## src/rtl/lcd_spi_tx_if.sv

```systemverilog
// Host-side handshake bundle for the LCD SPI transmitter: byte request in, status out.
interface lcd_spi_tx_if;
  logic       load;
  logic [7:0] data_in;
  logic       is_cmd;
  logic       busy;
  logic       ready;

  modport master (output load, data_in, is_cmd, input busy, ready);
  modport slave  (input load, data_in, is_cmd, output busy, ready);
endinterface

```

## src/rtl/lcd_spi_tx.sv

```systemverilog
// Write-only SPI mode-0 byte transmitter for a TFT panel, including the panel
// hardware-reset and power-up wait sequence that gates the ready flag.
module lcd_spi_tx #(
  parameter int CLK_DIV           = 4,
  parameter int RESET_LOW_CYCLES  = 1000000,
  parameter int RESET_WAIT_CYCLES = 12000000
) (
  input  logic         CLK_100MHz,
  input  logic         RST,
  lcd_spi_tx_if.slave  host,
  output logic         TFT_CS,
  output logic         TFT_RESET,
  output logic         TFT_SDI,
  output logic         TFT_SCK,
  output logic         TFT_DC
);

  localparam int MAX_CYCLES = (RESET_LOW_CYCLES > RESET_WAIT_CYCLES) ?
                              RESET_LOW_CYCLES : RESET_WAIT_CYCLES;
  localparam int CNT_W      = $clog2(MAX_CYCLES + 1);

  localparam logic [CNT_W-1:0] LOW_LAST  = CNT_W'(RESET_LOW_CYCLES - 1);
  localparam logic [CNT_W-1:0] WAIT_LAST = CNT_W'(RESET_WAIT_CYCLES - 1);
  localparam logic [CNT_W-1:0] CNT_ONE   = CNT_W'(1);
  localparam logic [7:0]       DIV_LAST  = 8'(CLK_DIV - 1);

  typedef enum logic [2:0] {
    ST_RST_LOW,
    ST_RST_WAIT,
    ST_IDLE,
    ST_SHIFT,
    ST_TRAIL
  } state_t;

  state_t           r_state, w_state;
  logic [CNT_W-1:0] r_cnt, w_cnt;
  logic [7:0]       r_div, w_div;
  logic             r_half, w_half;
  logic [2:0]       r_bit, w_bit;
  logic [6:0]       r_shift, w_shift;
  logic             r_cs, w_cs;
  logic             r_tftReset, w_tftReset;
  logic             r_sck, w_sck;
  logic             r_sdi, w_sdi;
  logic             r_dc, w_dc;
  logic             r_busy, w_busy;
  logic             r_ready, w_ready;

  // Every output is a register, so the shift register only keeps bits 6..0;
  // bit 7 goes straight to SDI on the accept edge.
  always_ff @(posedge CLK_100MHz) begin
    if (RST) begin
      r_state    <= ST_RST_LOW;
      r_cnt      <= '0;
      r_div      <= '0;
      r_half     <= 1'b0;
      r_bit      <= '0;
      r_shift    <= '0;
      r_cs       <= 1'b1;
      r_tftReset <= 1'b0;
      r_sck      <= 1'b0;
      r_sdi      <= 1'b0;
      r_dc       <= 1'b1;
      r_busy     <= 1'b0;
      r_ready    <= 1'b0;
    end else begin
      r_state    <= w_state;
      r_cnt      <= w_cnt;
      r_div      <= w_div;
      r_half     <= w_half;
      r_bit      <= w_bit;
      r_shift    <= w_shift;
      r_cs       <= w_cs;
      r_tftReset <= w_tftReset;
      r_sck      <= w_sck;
      r_sdi      <= w_sdi;
      r_dc       <= w_dc;
      r_busy     <= w_busy;
      r_ready    <= w_ready;
    end
  end

  always_comb begin
    w_state    = r_state;
    w_cnt      = r_cnt;
    w_div      = r_div;
    w_half     = r_half;
    w_bit      = r_bit;
    w_shift    = r_shift;
    w_cs       = r_cs;
    w_tftReset = r_tftReset;
    w_sck      = r_sck;
    w_sdi      = r_sdi;
    w_dc       = r_dc;
    w_busy     = r_busy;
    w_ready    = r_ready;

    case (r_state)
      ST_RST_LOW: begin
        w_tftReset = 1'b0;
        if (r_cnt == LOW_LAST) begin
          w_cnt      = '0;
          w_tftReset = 1'b1;
          w_state    = ST_RST_WAIT;
        end else begin
          w_cnt = r_cnt + CNT_ONE;
        end
      end

      ST_RST_WAIT: begin
        if (r_cnt == WAIT_LAST) begin
          w_cnt   = '0;
          w_ready = 1'b1;
          w_state = ST_IDLE;
        end else begin
          w_cnt = r_cnt + CNT_ONE;
        end
      end

      ST_IDLE: begin
        w_cs   = 1'b1;
        w_sck  = 1'b0;
        w_busy = 1'b0;
        if (host.load) begin
          w_shift = host.data_in[6:0];
          w_sdi   = host.data_in[7];
          w_dc    = ~host.is_cmd;
          w_cs    = 1'b0;
          w_busy  = 1'b1;
          w_div   = '0;
          w_half  = 1'b0;
          w_bit   = '0;
          w_state = ST_SHIFT;
        end
      end

      // Low half then high half per bit; SDI advances only on the falling
      // SCK edge between bits, so bit 0 is held through TRAIL and beyond.
      ST_SHIFT: begin
        if (r_div == DIV_LAST) begin
          w_div = '0;
          if (!r_half) begin
            w_half = 1'b1;
            w_sck  = 1'b1;
          end else begin
            w_half = 1'b0;
            w_sck  = 1'b0;
            if (r_bit == 3'd7) begin
              w_state = ST_TRAIL;
            end else begin
              w_bit   = r_bit + 3'd1;
              w_sdi   = r_shift[6];
              w_shift = {r_shift[5:0], 1'b0};
            end
          end
        end else begin
          w_div = r_div + 8'd1;
        end
      end

      ST_TRAIL: begin
        if (r_div == DIV_LAST) begin
          w_div   = '0;
          w_cs    = 1'b1;
          w_busy  = 1'b0;
          w_state = ST_IDLE;
        end else begin
          w_div = r_div + 8'd1;
        end
      end

      default: begin
        w_state = ST_RST_LOW;
      end
    endcase
  end

  assign TFT_CS     = r_cs;
  assign TFT_RESET  = r_tftReset;
  assign TFT_SDI    = r_sdi;
  assign TFT_SCK    = r_sck;
  assign TFT_DC     = r_dc;
  assign host.busy  = r_busy;
  assign host.ready = r_ready;

endmodule

```

## src/flat_wrapper.sv

```systemverilog
// flat-port wrapper written by rule: the top's interface ports become plain ports
module lcd_spi_tx_flat 
#(
  parameter int CLK_DIV           = 4,
  parameter int RESET_LOW_CYCLES  = 1000000,
  parameter int RESET_WAIT_CYCLES = 12000000
)
  (CLK_100MHz, RST, TFT_CS, TFT_RESET, TFT_SDI, TFT_SCK, TFT_DC, host_load, host_data_in, host_is_cmd, host_busy, host_ready);
  lcd_spi_tx_if host_i ();
  input  logic CLK_100MHz;
  input  logic RST;
  output logic TFT_CS;
  output logic TFT_RESET;
  output logic TFT_SDI;
  output logic TFT_SCK;
  output logic TFT_DC;
  input wire logic [$bits(host_i.load)-1:0] host_load;
  input wire logic [$bits(host_i.data_in)-1:0] host_data_in;
  input wire logic [$bits(host_i.is_cmd)-1:0] host_is_cmd;
  output wire logic [$bits(host_i.busy)-1:0] host_busy;
  output wire logic [$bits(host_i.ready)-1:0] host_ready;
  assign host_i.load = host_load;
  assign host_i.data_in = host_data_in;
  assign host_i.is_cmd = host_is_cmd;
  assign host_busy = host_i.busy;
  assign host_ready = host_i.ready;
  lcd_spi_tx #(.CLK_DIV(CLK_DIV), .RESET_LOW_CYCLES(RESET_LOW_CYCLES), .RESET_WAIT_CYCLES(RESET_WAIT_CYCLES)) u_core (.CLK_100MHz(CLK_100MHz), .RST(RST), .host(host_i), .TFT_CS(TFT_CS), .TFT_RESET(TFT_RESET), .TFT_SDI(TFT_SDI), .TFT_SCK(TFT_SCK), .TFT_DC(TFT_DC));
endmodule
```

## config.mk

```make
export PLATFORM = sky130hd
export DESIGN_NAME = lcd_spi_tx_flat
export DESIGN_NICKNAME = d
export VERILOG_FILES = /design/src/rtl/lcd_spi_tx_if.sv /design/src/rtl/lcd_spi_tx.sv /design/src/flat_wrapper.sv
export SDC_FILE = /design/constraint.sdc
export NUM_CORES = 1
export LEC_CHECK = 0
export CORE_MARGIN = 5
export CORE_UTILIZATION = 30
export CTS_CLUSTER_DIAMETER = 40
export DETAILED_ROUTE_END_ITERATION = 7
export DONT_BUFFER_PORTS = 1
export HOLD_SLACK_MARGIN = 0.15
export PLACE_DENSITY = 0.53
export SYNTH_ARGS = -nofsm -noshare
export SYNTH_HDL_FRONTEND = slang
export SYNTH_SLANG_ARGS = --single-unit
```

## constraint.sdc

```tcl
create_clock -name CLK_100MHz -period 2.6 [get_ports CLK_100MHz]
set_input_delay 0.26 -clock CLK_100MHz [delete_from_list [all_inputs] [get_ports CLK_100MHz]]
set_output_delay 0.26 -clock CLK_100MHz [all_outputs]
set_load 0.05 [all_outputs]
```

After elaboration in Yosys (flattened, before gate mapping) --
Index checks and enable logic that the tools add are counted.
Word-level totals: word-level logic and storage cells 88, input port bits 12, bits in registers 53
Cells by class: equality and inequality tests 16, add/subtract/negate cells 3, mux-type cells 41, reductions and logical operators 14, bitwise logic cells 1
Operators by type and width (count):
- $mux 24 | 2
- $pmux 24 s2 | 1
- $mux 3 | 11
- $mux 7 | 4
- $add 24x1->24 const B | 1
- $eq 24x20->1 const B | 1
- $eq 24x24->1 const B | 1
- $mux 8 | 2
- $pmux 8 s2 | 1
- $pmux 3 s5 | 1
- $pmux 7 s2 | 1
- $mux 1 | 12
- $ne 2x1->1 const B | 6
- $pmux 1 s2 | 5
- $reduce_and 2->1 | 5
- $add 8x1->8 const B | 1
- $eq 8x2->1 const B | 1
- $reduce_bool 2->1 | 4
- $reduce_and 7->1 | 1
- $eq 3x2->1 const B | 2
- $eq 3x3->1 const B | 2
- $pmux 3 s2 | 1
- $reduce_and 5->1 | 1
- $ne 2x2->1 const B | 2
- 6 further kinds | 6

Logic depth before layout (Yosys ltp) --
depth in word-level cells 5, mapped depth 8, gate-level depth less buffers 7

Worst setup path before layout --
Ideal clock, no wire load.
path kind register to register, from register u_core.r_div[0], to register u_core.r_state[1], library setup time 132 ps, stages on the path, launching flop included 7, path buffers 0, required time 2468 ps, setup slack 761 ps, arrival 1707 ps, path through dfxtp_1 -> ha_1 -> or4b_2 -> nor4_1 -> nand4_1 -> o211ai_1 -> o21ai_0
On the way: cells in the longest elaborated chain, start to end 3, elaborated cells on any way between the ends 4
Ends and longest elaborated chain:
- from (decl) | line lcd_spi_tx.sv:37 | logic [7:0] r_div, w_div;
- from (signal assigned) | line lcd_spi_tx.sv:69 | r_div <= w_div;
- $eq 8x2->1 (*) | line lcd_spi_tx.sv:140, lcd_spi_tx.sv:162
- $ne 2x1->1 (no line)
- $reduce_and 7->1 (no line) (*)
- to (signal assigned) | line lcd_spi_tx.sv:67 | r_state <= w_state;
- to (decl) | line lcd_spi_tx.sv:35 | state_t r_state, w_state;
Every way passes the cells marked *; elsewhere a longest branch is shown, timed or not. A chain may end at the register's enable or synchronous reset.

Worst setup path in the final report --
Ends and elaborated chain as after synthesis.

==> flow_summary.html <==
<table>
<tr><th>Metric</th><th>Value</th></tr>
<tr><th colspan="2">Route</th></tr>
<tr><td>DRT antenna net count</td><td>0</td></tr>
<tr><td>Iter 0 DRT Violations</td><td>about 120</td></tr>
<tr><td>Initial DRT Pass Iterations</td><td>4</td></tr>
<tr><td>Remaining DRCs</td><td>0</td></tr>
<tr><td>Vias</td><td>approximately 2,100</td></tr>
<tr><td>Detailed-route vias per instance</td><td>5.01</td></tr>
<tr><td>Routed length per instance</td><td>~13 um</td></tr>
<tr><td>Post-detailed-routing wire length</td><td>~5400 um</td></tr>
<tr><th colspan="2">Power and ir drop</th></tr>
<tr><td>Cell leakage power</td><td>about 0.94 nW</td></tr>
<tr><td>Reg power frac</td><td>approximately 62%</td></tr>
<tr><td>Switching Fraction</td><td>around 21%</td></tr>
<tr><td>Clock share of power</td><td>between 30 and 40%</td></tr>
<tr><td>Comb power frac</td><td>2.8%</td></tr>
<tr><td>Pwr per Cell Area</td><td>460 mW/mm^2</td></tr>
<tr><td>Internal portion of total power</td><td>between 1 and 1.5 mW</td></tr>
<tr><td>Net Sw Power</td><td>about 0.28 mW</td></tr>
<tr><td>Maximum vdd drop</td><td>~0.18 mV</td></tr>
<tr><th colspan="2">Global route</th></tr>
<tr><td>Number of global-route vias before repair</td><td>approximately 2,000</td></tr>
<tr><td>Overflow after GRT</td><td>0</td></tr>
<tr><td>Global-route wire length before repair</td><td>about 9500 um</td></tr>
<tr><td>Aggregate global-route resource usage</td><td>under 10%</td></tr>
<tr><td>Largest net degree at the start of global routing</td><td>33</td></tr>
<tr><td>Initial antenna violation count</td><td>0</td></tr>
<tr><th colspan="2">Placement</th></tr>
<tr><td>Buffers on Ports</td><td>0</td></tr>
<tr><td>HPWL reported at the end of detailed placement</td><td>3790 um</td></tr>
<tr><td>Dpl ws</td><td>0.490 ns</td></tr>
<tr><td>Placed cell count</td><td>415</td></tr>
<tr><td>GP Congestion</td><td>between 0.7 and 0.8</td></tr>
<tr><th colspan="2">Die</th></tr>
<tr><td>Site row count</td><td>34</td></tr>
<tr><td>Initial Utilization</td><td>between 30% and 40%</td></tr>
<tr><td>Core area</td><td>approximately 0.0086 mm^2</td></tr>
<tr><td>Die X</td><td>between 100 and 150 um</td></tr>
<tr><td>Height of the die</td><td>roughly 100 um</td></tr>
<tr><td>Die area</td><td>approximately 0.011 mm^2</td></tr>
<tr><td>I/O pin count</td><td>19</td></tr>
<tr><th colspan="2">Clocking</th></tr>
<tr><td>Htree depth</td><td>2</td></tr>
<tr><td>CTS max path bufs</td><td>2</td></tr>
<tr><td>Number of gates resized after CTS</td><td>0</td></tr>
<tr><td>CTS Sinks</td><td>between 50 and 60</td></tr>
<tr><td>Clock tree from TritonCTS</td><td>built</td></tr>
<tr><td>Cell chosen for the clock root</td><td>clkbuf_8</td></tr>
<tr><td>Total CTS buffers</td><td>5</td></tr>
<tr><td>Clock Latency Late Sink</td><td>0.30 ns</td></tr>
<tr><td>Clock transition at the registers of the reported paths</td><td>around 0.09 ns</td></tr>
<tr><th colspan="2">STA</th></tr>
<tr><td>Setup Skew</td><td>0.00567 ns</td></tr>
<tr><td>Count of final max-slew check failures</td><td>0</td></tr>
<tr><td>Portion of the clock cycle consumed by the worst path in the final layout</td><td>81.5%</td></tr>
<tr><td>TNS Setup</td><td>0 ns</td></tr>
<tr><td>Maximum clock frequency</td><td>roughly 470 MHz</td></tr>
<tr><td>Final-report hold violation count</td><td>0</td></tr>
<tr><td>Count of endpoints failing setup in the final report</td><td>0</td></tr>
<tr><td>Worst hold margin</td><td>~0.16 ns</td></tr>
<tr><td>Slew margin rel.</td><td>50.7%</td></tr>
<tr><td>Final worst path period need</td><td>~2.1 ns</td></tr>
<tr><td>Pin slew with the least headroom to its limit</td><td>0.740 ns</td></tr>
<tr><td>Setup ws final</td><td>0.481 ns</td></tr>
<tr><td>Setup repair after global routing missed its margin</td><td>false</td></tr>
<tr><th colspan="2">Finish</th></tr>
<tr><td>Final std cells w/o fill</td><td>around 420</td></tr>
<tr><td>Area used by multi-input combinational logic</td><td>~0.0015 mm^2</td></tr>
<tr><td>Area occupied by registers</td><td>0.00106 mm^2</td></tr>
<tr><td>Number of inserted diodes</td><td>0</td></tr>
<tr><td>Fill cell total of the finished layout</td><td>between 900 and 1,000</td></tr>
<tr><td>Share of cells above drive strength 1</td><td>between 9 and 10%</td></tr>
<tr><td>Layout overhead on the synthesized area</td><td>9.09%</td></tr>
<tr><td>Post-layout net count</td><td>332</td></tr>
<tr><td>Final core occ</td><td>33.4%</td></tr>
<tr><th colspan="2">Logic synthesis</th></tr>
<tr><td>Syn_area_per_cell</td><td>approximately 8.4 um^2</td></tr>
<tr><td>Gate Count Post-Synth</td><td>approximately 310</td></tr>
<tr><td>Number of nets in the synthesized netlist</td><td>329</td></tr>
<tr><td>Count of state elements after synthesis</td><td>53</td></tr>
<tr><td>Post-synth design cell area</td><td>roughly 0.0026 mm^2</td></tr>
<tr><td>Library cell with the largest summed area after synthesis</td><td>dfxtp_1</td></tr>
<tr><td>Part of the Yosys area used for sequential elements</td><td>between 40% and 50%</td></tr>
<tr><td>Largest cells by area after synthesis</td><td>dfxtp_1 40%, nor2_1 7.4%, xor2_1 4.3%</td></tr>
<tr><td>Warning count from the yosys run</td><td>0</td></tr>
<tr><td>Library cells used by synthesis</td><td>55</td></tr>
<tr><td>Post-synthesis async set-or-reset flop share</td><td>0%</td></tr>
<tr><td>Top flip-flop cell by instance count after synthesis</td><td>dfxtp_1</td></tr>
<tr><td>EDFF count, synth</td><td>0</td></tr>
<tr><td>Area share of the largest cell type after synthesis</td><td>40.1%</td></tr>
<tr><th colspan="2">Worst setup path</th></tr>
<tr><td>Critical path fanouts, max</td><td>5</td></tr>
<tr><td>Signal arrival time at the worst endpoint</td><td>about 2.3 ns</td></tr>
<tr><td>Startpoint kind of the worst setup timing path</td><td>flop</td></tr>
<tr><td>Worst setup EP type</td><td>flop</td></tr>
<tr><td>Critical Setup Path Class</td><td>flop to flop</td></tr>
<tr><td>Required @ worst endpoint</td><td>about 2.8 ns</td></tr>
<tr><th colspan="2">Run</th></tr>
<tr><td>MaxCap Viol Count</td><td>0</td></tr>
<tr><th colspan="2">Worst hold path</th></tr>
<tr><td>Type of the most critical hold path</td><td>primary input to flop</td></tr>
<tr><th colspan="2">Status</th></tr>
<tr><td>Result of the run</td><td>complete, no violations</td></tr>
</table>
==> power by group through the flow <==
stage | clock network (mW) | logic [mW] | registers (mW)
floorplan | 0 | 0.0289 | 0.837
global placement | 0 | 0.0249 | 0.838
detailed placement | 0 | 0.0251 | 0.838
CTS | 0.493 | 0.0378 | 0.819
global route | 0.521 | 0.0425 | 0.820
finish | 0.471 | 0.0370 | 0.819
==> flip-flops by register name (all words and copies together) (netlist names) <==
signal / cells
u_core.r_cnt: 24
u_core.r_div: 8
u_core.r_shift: 7
u_core.r_bit: 3
u_core.r_state: 3
u_core.TFT_CS: 1
u_core.TFT_DC: 1
u_core.TFT_RESET: 1
u_core.TFT_SCK: 1
u_core.TFT_SDI: 1
u_core.host.busy: 1
u_core.host.ready: 1
u_core.r_half: 1
==> metal layers <==
layer / GRT usage [%] / share of wire, %
met1: 13.7 / 50
met2: 16.1 / 46
met3: 2.55 / 3.3
met4: 1.48 / 0.37
met5: 0 / 0
==> worst paths after layout <==
| path | from | to | slack (ns) | cells after the start |
|---|---|---|---|---|
| setup reg to reg | u_core.r_div[0]$_SDFFE_PP0P_ | u_core.r_state[1]$_SDFFE_PP0P_ | 0.48 | 6 |
| setup / recovery | u_core.r_div[0]$_SDFFE_PP0P_ | u_core.r_state[1]$_SDFFE_PP0P_ | 0.48 | 6 |
| hold reg to reg | u_core.r_bit[2]$_SDFFE_PP0P_ | u_core.r_bit[2]$_SDFFE_PP0P_ | 0.47 | 2 |
| hold / removal | host_is_cmd | u_core.TFT_DC$_SDFFE_PP1P_ | 0.16 | 2 |
==> synth_stat cells (3+ instances only) <==
| master | count |
|---|---|
| nand3_1 | 16 |
| and3_1 | 8 |
| mux2i_1 | 8 |
| ha_1 | 4 |
| xnor2_1 | 7 |
| inv_1 | 3 |
| a21oi_1 | 18 |
| and2_1 | 3 |
| xor2_1 | 13 |
| nand2_1 | 27 |
| nor3_1 | 4 |
| clkbuf_1 | 7 |
| nand4_1 | 8 |
| dfxtp_1 | 53 |
| o21ai_0 | 11 |
| a211oi_1 | 8 |
| buf_2 | 3 |
| nand2b_1 | 4 |
| nor4_1 | 6 |
| nor3b_1 | 7 |
| nor2_1 | 52 |
==> worst max-delay path: stages (launching register included) <==
cell	delay (ns)
dfxtp_1	0.38
ha_1	0.23
or4b_2	0.60
nor4_1	0.43
nand4_1	0.17
o211ai_1	0.11
o21ai_0	0.10
==> cell type report <==
class                   count  area share, %
flip-flops and latches     53           36.8
inverters                   3          0.390
clock buffers               7           2.99
multi-input cells         244           52.3
repair buffers              9           2.86
well taps                 108           4.69
==> cells in the final DEF, fill, tap and decap left out, types with 2 or more instances in the layout <==
master    netlist  routed
dfxtp_1        53      53
nor2_1         52      52
nand2_1        27      27
a21oi_1        18      18
nand3_1        16      16
xor2_1         13      13
o21ai_0        11      11
nand4_1         8       8
and3_1          8       8
a211oi_1        8       8
mux2i_1         8       8
nor3b_1         7       7
xnor2_1         7       7
buf_4           1       7
nor4_1          6       6
clkbuf_8        0       6
nand2b_1        4       4
nor3_1          4       4
ha_1            4       4
inv_1           3       3
and2_1          3       3
or3b_2          2       2
nor2b_1         2       2
nor4b_2         2       2
a31oi_1         2       2
a211o_1         2       2
a311oi_1        2       2
a41oi_1         2       2
a31o_2          2       2
or3_1           2       2
==> what timing repair did <==
item                                    in CTS  in global routing
hold endpoints to repair                    33                  0
endpoints found under the setup margin       0                  0
hold buffers                                 2                  0
buffers inserted                             0                  0
==> cell families (layout without fill, tap and decap cells) <==
family	count (synthesis)	after routing	synth area share, %
AO/OA/AOI/OAI	56	56	14.0
XOR/XNOR	20	20	6.63
adder cells (fa/ha/maj)	4	4	1.89
buffers and inverters	16	19	2.84
flip-flops	53	53	40.1
multiplexers	8	8	3.03
AND/OR/NAND/NOR	156	156	31.5
==> stage by stage <==
step | total power, mW | area [um^2]
2_1_floorplan | 0.866 | 2640
6_report | 1.33 | 2880
4_1_cts | 1.35 | 2880
3_5_place_dp | 0.863 | 2770
3_3_place_gp | 0.863 | 2770
5_1_grt | 1.38 | 2880
No activity file was read; power rests on OpenSTA's default activity.
